===== config.mk =====
export PLATFORM = sky130hd
export DESIGN_NAME = pb_field_encoder
export DESIGN_NICKNAME = d
export VERILOG_FILES = /design/src/rtl/pb_pkg.sv /design/src/rtl/pb_varint_step.sv /design/src/rtl/pb_field_encoder.sv
export SDC_FILE = /design/constraint.sdc
export NUM_CORES = 1
export LEC_CHECK = 0
export CORE_ASPECT_RATIO = 0.75
export CORE_MARGIN = 2
export CORE_UTILIZATION = 25
export CTS_CLUSTER_DIAMETER = 50
export CTS_CLUSTER_SIZE = 30
export DETAILED_ROUTE_END_ITERATION = 8
export SLEW_MARGIN = 0
export SYNTH_ARGS = -nofsm -noshare
export SYNTH_HDL_FRONTEND = slang
export SYNTH_SLANG_ARGS = --single-unit

===== constraint.sdc =====
create_clock -name PCLK -period 6.7 [get_ports PCLK]
set_clock_uncertainty 0.15 [all_clocks]
set_input_delay 1.675 -clock PCLK [delete_from_list [all_inputs] [get_ports PCLK]]
set_output_delay 1.675 -clock PCLK [all_outputs]
set_load 0.01 [all_outputs]

===== src/rtl/pb_pkg.sv =====
// Shared types and constants for the protobuf varint field encoder.
// Wire-type and FSM encodings plus varint size limits.
package pb_pkg;

    typedef enum logic [2:0] {
        WT_VARINT = 3'd0,
        WT_I64    = 3'd1,
        WT_LEN    = 3'd2,
        WT_SGROUP = 3'd3,
        WT_EGROUP = 3'd4,
        WT_I32    = 3'd5
    } pb_wtype_e;

    typedef enum logic [1:0] {
        IDLE = 2'd0,
        TAG  = 2'd1,
        VAL  = 2'd2
    } pb_state_e;

    localparam int PB_MAX_VARINT_BYTES = 10;
    localparam int PB_TAG_W            = 32;

endpackage


===== src/rtl/pb_varint_step.sv =====
// One base-128 varint step: low 7 bits plus continuation flag, remainder shifted down.
// Latency: purely combinational.
// Backpressure: none; the caller decides when to consume the step.
module pb_varint_step (
    input  logic [63:0] rem,
    output logic [7:0]  step_byte,
    output logic [63:0] rem_next,
    output logic        last
);

    assign last      = (rem[63:7] == '0);
    assign step_byte = {~last, rem[6:0]};
    assign rem_next  = rem >> 7;

endmodule


===== src/rtl/pb_field_encoder.sv =====
// Serializes one protobuf varint field (tag then value) per accepted descriptor.
// Latency: first tag byte one cycle after accept, then one byte per cycle.
// Backpressure: out_ready low freezes the output byte and all state; in_ready only in IDLE.
module pb_field_encoder
    import pb_pkg::*;
#(
    parameter int FIELD_W = 29,
    parameter int VAL_W   = 64
) (
    input  logic               PCLK,
    input  logic               PRESERN,
    input  logic               in_valid,
    output logic               in_ready,
    input  logic [FIELD_W-1:0] in_field,
    input  logic [2:0]         in_wtype,
    input  logic [VAL_W-1:0]   in_value,
    input  logic               in_zigzag,
    output logic               out_valid,
    input  logic               out_ready,
    output logic [7:0]         out_byte,
    output logic               out_last,
    output logic               err,
    output logic               busy
);

    pb_state_e           state;
    logic [PB_TAG_W-1:0] tag_rem;
    logic [63:0]         val_rem;

    logic [PB_TAG_W-1:0] tag_in;
    logic [VAL_W-1:0]    val_map;
    logic                bad_desc;
    logic                out_hs;

    logic [63:0]         step_in;
    logic [7:0]          step_byte;
    logic [63:0]         step_next;
    logic                step_last;

    assign tag_in   = PB_TAG_W'({in_field, 3'b000});
    assign val_map  = in_zigzag ? ((in_value << 1) ^ {VAL_W{in_value[VAL_W-1]}}) : in_value;
    assign bad_desc = (pb_wtype_e'(in_wtype) != WT_VARINT) || (in_field == '0);
    assign out_hs   = out_valid && out_ready;

    assign in_ready = (state == IDLE);
    assign busy     = (state != IDLE);

    // The byte on the output carries its own continuation bit, so it tells us
    // whether the next step comes from the tag remainder or starts the value.
    always_comb begin
        step_in = val_rem;
        case (state)
            IDLE:    step_in = 64'(tag_in);
            TAG:     step_in = out_byte[7] ? 64'(tag_rem) : val_rem;
            default: step_in = val_rem;
        endcase
    end

    pb_varint_step u_step (
        .rem       (step_in),
        .step_byte (step_byte),
        .rem_next  (step_next),
        .last      (step_last)
    );

    always_ff @(posedge PCLK or negedge PRESERN) begin
        if (!PRESERN) begin
            state     <= IDLE;
            tag_rem   <= '0;
            val_rem   <= '0;
            out_valid <= 1'b0;
            out_byte  <= '0;
            out_last  <= 1'b0;
            err       <= 1'b0;
        end else begin
            err <= 1'b0;
            case (state)
                IDLE: begin
                    if (in_valid) begin
                        if (bad_desc) begin
                            err <= 1'b1;
                        end else begin
                            out_valid <= 1'b1;
                            out_byte  <= step_byte;
                            out_last  <= 1'b0;
                            tag_rem   <= step_next[PB_TAG_W-1:0];
                            val_rem   <= 64'(val_map);
                            state     <= TAG;
                        end
                    end
                end
                TAG: begin
                    if (out_hs) begin
                        out_byte <= step_byte;
                        if (out_byte[7]) begin
                            out_last <= 1'b0;
                            tag_rem  <= step_next[PB_TAG_W-1:0];
                        end else begin
                            out_last <= step_last;
                            val_rem  <= step_next;
                            state    <= VAL;
                        end
                    end
                end
                VAL: begin
                    if (out_hs) begin
                        if (out_byte[7]) begin
                            out_byte <= step_byte;
                            out_last <= step_last;
                            val_rem  <= step_next;
                        end else begin
                            out_valid <= 1'b0;
                            out_byte  <= '0;
                            out_last  <= 1'b0;
                            state     <= IDLE;
                        end
                    end
                end
                default: begin
                    out_valid <= 1'b0;
                    out_last  <= 1'b0;
                    state     <= IDLE;
                end
            endcase
        end
    end

endmodule


### Word-level counts from Yosys, hierarchy flattened

Cells that the tools add are included.

| storage, ports and cells | value |
|---|---|
| input port bits | 101 |
| logic and storage cells | 78 |
| flip-flop bits (word level) | 109 |

| operators by class | value |
|---|---|
| reduce and logical (&&, ||, !) cells | 15 |
| mux-type cells | 43 |
| bitwise logic cells | 3 |
| equal/unequal tests | 10 |

Operators by type and width:

| kind | count |
|---|---|
| 2-to-1 mux 64 bit | 8 |
| case mux 64 bit (3 select lines) | 1 |
| 2-to-1 mux 32 bit | 4 |
| case mux 64 bit (2 select lines) | 1 |
| case mux 32 bit (2 select lines) | 1 |
| XOR 64 bit | 1 |
| logical NOT 57 bit | 1 |
| 2-to-1 mux 8 bit | 5 |
| logical NOT 29 bit | 1 |
| case mux 8 bit (3 select lines) | 1 |
| inequality test 2 bit (second input constant) | 8 |
| AND reduction 5 bit | 3 |
| 2-to-1 mux 1 bit | 13 |
| 2-to-1 mux 2 bit | 6 |
| AND reduction 7 bit | 1 |
| case mux 1 bit (3 select lines) | 2 |
| case mux 2 bit (3 select lines) | 1 |
| AND reduction 6 bit | 1 |
| nonzero test 3 bit | 2 |
| AND reduction 4 bit | 1 |
| nonzero test 2 bit | 2 |
| equality test 2 x 1 -> 1 bit (second input constant) | 1 |
| equality test 2 bit (second input constant) | 1 |
| logical NOT 2 bit | 1 |
| other kinds (3) | 4 |

### Depth between registers and ports, before layout

| logic depth | value |
|---|---|
| word-level depth | 7 |
| depth in mapped cells | 11 |
| mapped depth without buffers | 8 |

### Hierarchy

Synthesis repeated with hierarchy kept, for this count alone.

| unflattened totals | value |
|---|---|
| cell total of the unflattened synthesis | 905 |
| area, all modules | 8216.6 um^2 |

Modules (own cells, without submodules):

| module | cells each | sequential area each (um^2) | instances | area an instance (um^2) |
|---|---|---|---|---|
| pb_field_encoder | 812 | 2727.6 | 1 | 7546.0 |
| pb_varint_step | 93 | 0.0 | 1 | 670.6 |

### Worst setup path after synthesis

Ideal clock, no wire load.

| path | value |
|---|---|
| kind | input -> register |
| from | in in_field[24] |
| to | reg val_rem[61] |
| arrival time | 3.146 ns |
| stages on the path | 9 |
| data required time | 6.455 ns |
| setup slack | 3.308 ns |
| cells stage by stage | nor4_1 -> nand4_1 -> o211a_1 -> o2111ai_1 -> buf_2 -> buf_4 -> buf_2 -> nand2_1 -> o31ai_1 |

| on the way | value |
|---|---|
| word-level cells in the longest chain between the ends | 4 |

Ends and longest elaborated chain:

| element | RTL line | source |
|---|---|---|
| start: declaration | pb_field_encoder.sv:14 | `input logic [FIELD_W-1:0] in_field,` |
| logical NOT 29 bit | pb_field_encoder.sv:42 | `assign bad_desc = (pb_wtype_e'(in_wtype) != WT_VARINT) \|\| (in_field == '0);` |
| logical OR 1 bit | pb_field_encoder.sv:42 |  |
| inequality test 2 bit (no line) | - |  |
| AND reduction 7 bit (no line) | - |  |
| end signal: assignment | pb_field_encoder.sv:87 | `val_rem <= 64'(val_map);` |
| end signal: assignment | pb_field_encoder.sv:100 | `val_rem <= step_next;` |
| end signal: assignment | pb_field_encoder.sv:110 | `val_rem <= step_next;` |
| end: declaration | pb_field_encoder.sv:28 | `logic [63:0] val_rem;` |

No other way between the ends.
A chain may end at the register's enable or synchronous reset.

### Worst setup path after layout

| path | value |
|---|---|
| from | in in_field[5] |
| to | reg val_rem[4] |

Same word-level chain as after synthesis.

==> results.yml <==
logic_synthesis:
  synth_fp_nets: 979
  yosys_warnings: 0
  avgSynthCellArea_um2: 8.31
  netlist_instances: 872
  ys_seq_area_share_pct: 37.6
  syn_area_mm2: 0.00725
  synth_top_area_share_pct: 37.6
  synth_area_leaders: "dfrtp_1 38%, a211oi_1 7.9%, xnor2_1 7.5%, nor2_1 4.8%, nand2_1 4.5%"
  synth-seq-cells: 109
  synthFlopType: "dfrtp_1"
  synth_edf_count: 0
  yosysTopAreaCell: "dfrtp_1"
  async_flop_share_pct: 100
  yosys.cell_types.count: 52
cells_and_area:
  layout-drive-gt1-share_pct: 5.76
  fin_area_mm2: 0.00900
  diodes: 0
  fin_nets: 1039
  nFillCells: 3003
  ff_latch_area_mm2: 0.00273
  multi_input_area_mm2: 0.00413
  area_growth_pct: 24.2
setup_path:
  startpoint_type: "primary input"
  cp_cell_sequence: "clkdlybuf4s50_1 -> nor4_1 -> nand4_1 -> o211a_1 -> o2111ai_4 -> buf_4 -> a211oi_1 -> a21oi_1"
  critPathMaxFanout: 30
  crit_end: "val_rem[4]"
  critPathCaptureType: "flip-flop"
  r2r_end: "out_byte[7]"
  cp-startpoint: "in_field[5]"
  path_depth: 8
  cp.required_ns: 6.84
  r2r-start: "state[1]"
  critPathKind: "primary input to flip-flop"
  max_stage_delay_ns: 0.79
  critPathBufInv: 2
  critPathSlowestCell: "nor4_1"
  rrSetupSlack_ns: 2.96
  reg2regPathDepth: 9
  critical_path.top_delay_family: "compound AO/OA/AOI/OAI gates"
  arrival_ns: 5.04
placed_design:
  dp_hpwl_um: 17900
  portBuffers: 113
  place_congestion: 0.870
  dpl-instance-area_mm2: 0.00867
timing:
  slew_violations: 0
  finalSetupViolations: 0
  slew_headroom_pct: 34.5
  hold_viol: 0
  worst_pin_slew_ns: 0.983
  max_freq_ghz: 0.204
  rsz0062_at_grt: "false"
  finalCriticalPeriod_ns: 4.90
  fin_tns_setup_ns: 0
  fin_crit_sh_pct: 73.2
detailed_routing:
  drc_errors: 0
  wl_met1_um: 12100
  top_layer: "met4"
  wl_met3_um: 1240
  drt_wl_total_um: 24200
  initialDrtViolationCount: 555
  vias: 6761
  firstDrtPassIters: 5
  via_per_inst: 5.11
  wl_per_cell_um: 18.3
  met2_length_um: 10400
  postRouteAntennaNets: 0
pwr:
  cellLeakagePower_nw: 3.66
  comb_power_share_pct: 11.5
  p_sw_w: 0.000375
  seqPwrFrac_pct: 46.1
  max-vdd-ir-drop_mv: 0.120
  p_int_w: 0.00105
  powerDensity_mw_per_mm2: 158
  swShare_pct: 26.3
  clkPwrFrac_pct: 42.4
global_route:
  antenna_found_initial: 0
  grt_pass1_vias: 6372
  grt.total_usage_pct: 16.0
  grt_max_degree: 98
  grt_remaining_overflow: 0
  grt_pass1_wl_um: 37700
die:
  boundaryPins: 114
  dieHeight_um: 151
  die_w_um: 201
  die-area_mm2: 0.0304
  initial_core_util_pct: 25.7
  coreArea_mm2: 0.0282
  rows: 53
cts:
  cts_setup_buffers: 0
  ctsResizeCount: 0
  cts_hold_buf: 0
  cts_max_level: 3
  clk_latency_ns: 0.37
  clock_tree.root_cell: "clkbuf_16"
  cts.sinks: 109
  cts_buffers: 9
  clockBufferDepth: 2
  cts.reportedPaths.clkPinSlew_ns: 0.08
  cts_tree: "done"
worst_hold_path:
  min_path_type: "flip-flop to flip-flop"
run:
  cap_viol_max_count: 0
outcome:
  status: "finished, final reports clean"
## flip-flops by register name (all words and copies together), names as in the netlist
signal     cells
state          2
out_byte       8
out_valid      1
err            1
tag_rem       32
val_rem       64
out_last       1
## worst min-delay path by stage
stage | depth (start not counted) | endpoint | start | slack [ns]
after global placement | 1 | tag_rem[2] | tag_rem[2] | 0.32
after floorplan | 1 | val_rem[22] | val_rem[22] | 0.30
final | 1 | tag_rem[6] | tag_rem[6] | 0.34
after CTS | 1 | tag_rem[11] | tag_rem[11] | 0.35
after detailed placement | 1 | tag_rem[11] | tag_rem[11] | 0.33
after global routing | 1 | tag_rem[6] | tag_rem[6] | 0.36
## synth_stat cells (3+ instances only)
cell type and count:
a211oi_1 76, nand4_1 5, mux2_1 15, nor2_1 92, nor2b_1 15, a31oi_1 9
inv_1 20, clkbuf_1 48, mux2i_1 4, xnor2_1 62, o21ai_0 26, o21ai_1 49
nand2_1 86, o211ai_1 3, a21oi_1 59, a22o_1 28, mux2_2 10, dfrtp_1 109
nor4_1 14, ha_1 6, buf_2 27, a221o_1 5, o31ai_1 7, a222oi_1 4
and3_1 20, nand3_1 9, nor3_1 16, o22ai_1 17
## metrics by stage
stage	power, W	hold WS, ns	utilization, %	setup slack, ns	instances
after floorplan	0.000735	0.299	-	3.31	872
after global placement	0.000835	0.319	30.7	1.55	1306
after detailed placement	0.000836	0.327	30.7	1.51	1306
after CTS	0.00144	0.347	31.9	1.90	1322
after global routing	0.00148	0.361	31.9	1.67	1322
final	0.00143	0.342	31.9	1.80	1322
## placed cells by master, fill, tap and decap left out, types with 2 or more instances in the layout
cell type and instances:
clkdlybuf4s50_1 110, and2_1 2, and3_1 20, nand2_1 86, nor2b_1 15, nor3_1 16
a31oi_1 9, or4_1 2, inv_8 4, nand4_1 5, o211ai_1 3, mux2_2 10
a211oi_1 76, a21oi_1 59, mux2i_1 4, a21o_1 2, dfrtp_1 108, o22ai_1 17
o21ai_1 49, a222oi_1 4, buf_4 17, o21ai_0 26, a22oi_1 2, o2bb2ai_1 2
nor2_1 92, xnor2_1 62, a221o_1 5, inv_1 20, ha_1 5, o31ai_1 7
clkbuf_16 9, nor4_1 14, mux2_1 15, a22o_1 28, nand3_1 9
## power by group through the flow
stage	clock [W]	sequential, W	combinational, W
floorplan	0	0.000671	0.0000649
global placement	0	0.000670	0.000165
detailed placement	0	0.000670	0.000166
CTS	0.000620	0.000657	0.000166
global route	0.000647	0.000657	0.000179
finish	0.000605	0.000657	0.000164
## per-layer routing
metal	GRT usage [%]	vias to the layer above
met3	3.44	31
li1	-	3278
met5	0	-
met1	23.3	3270
met2	23.8	182
met4	4.85	0
## area by class of cell
cell class                      instances  area share [%]
Timing Repair Buffer                  128            13.9
Clock inverter                          7            1.20
Multi-Input combinational cell        663            45.9
Sequential cell                       109            30.3
Tap cell                              385            5.35
Inverter                               21           0.875
Clock buffer                            9            2.50
## logic make-up (layout without fill, tap and decap cells)
kind of cell	Yosys count	in the layout	synth area share (%)
flops	109	109	37.6
fa+ha+maj	6	6	1.04
simple gates	268	268	16.8
xor+xnor	63	63	7.61
buf+inv	100	165	5.75
mux	29	29	4.44
compound gates	297	297	26.8
No activity file was read; power rests on OpenSTA's default activity.
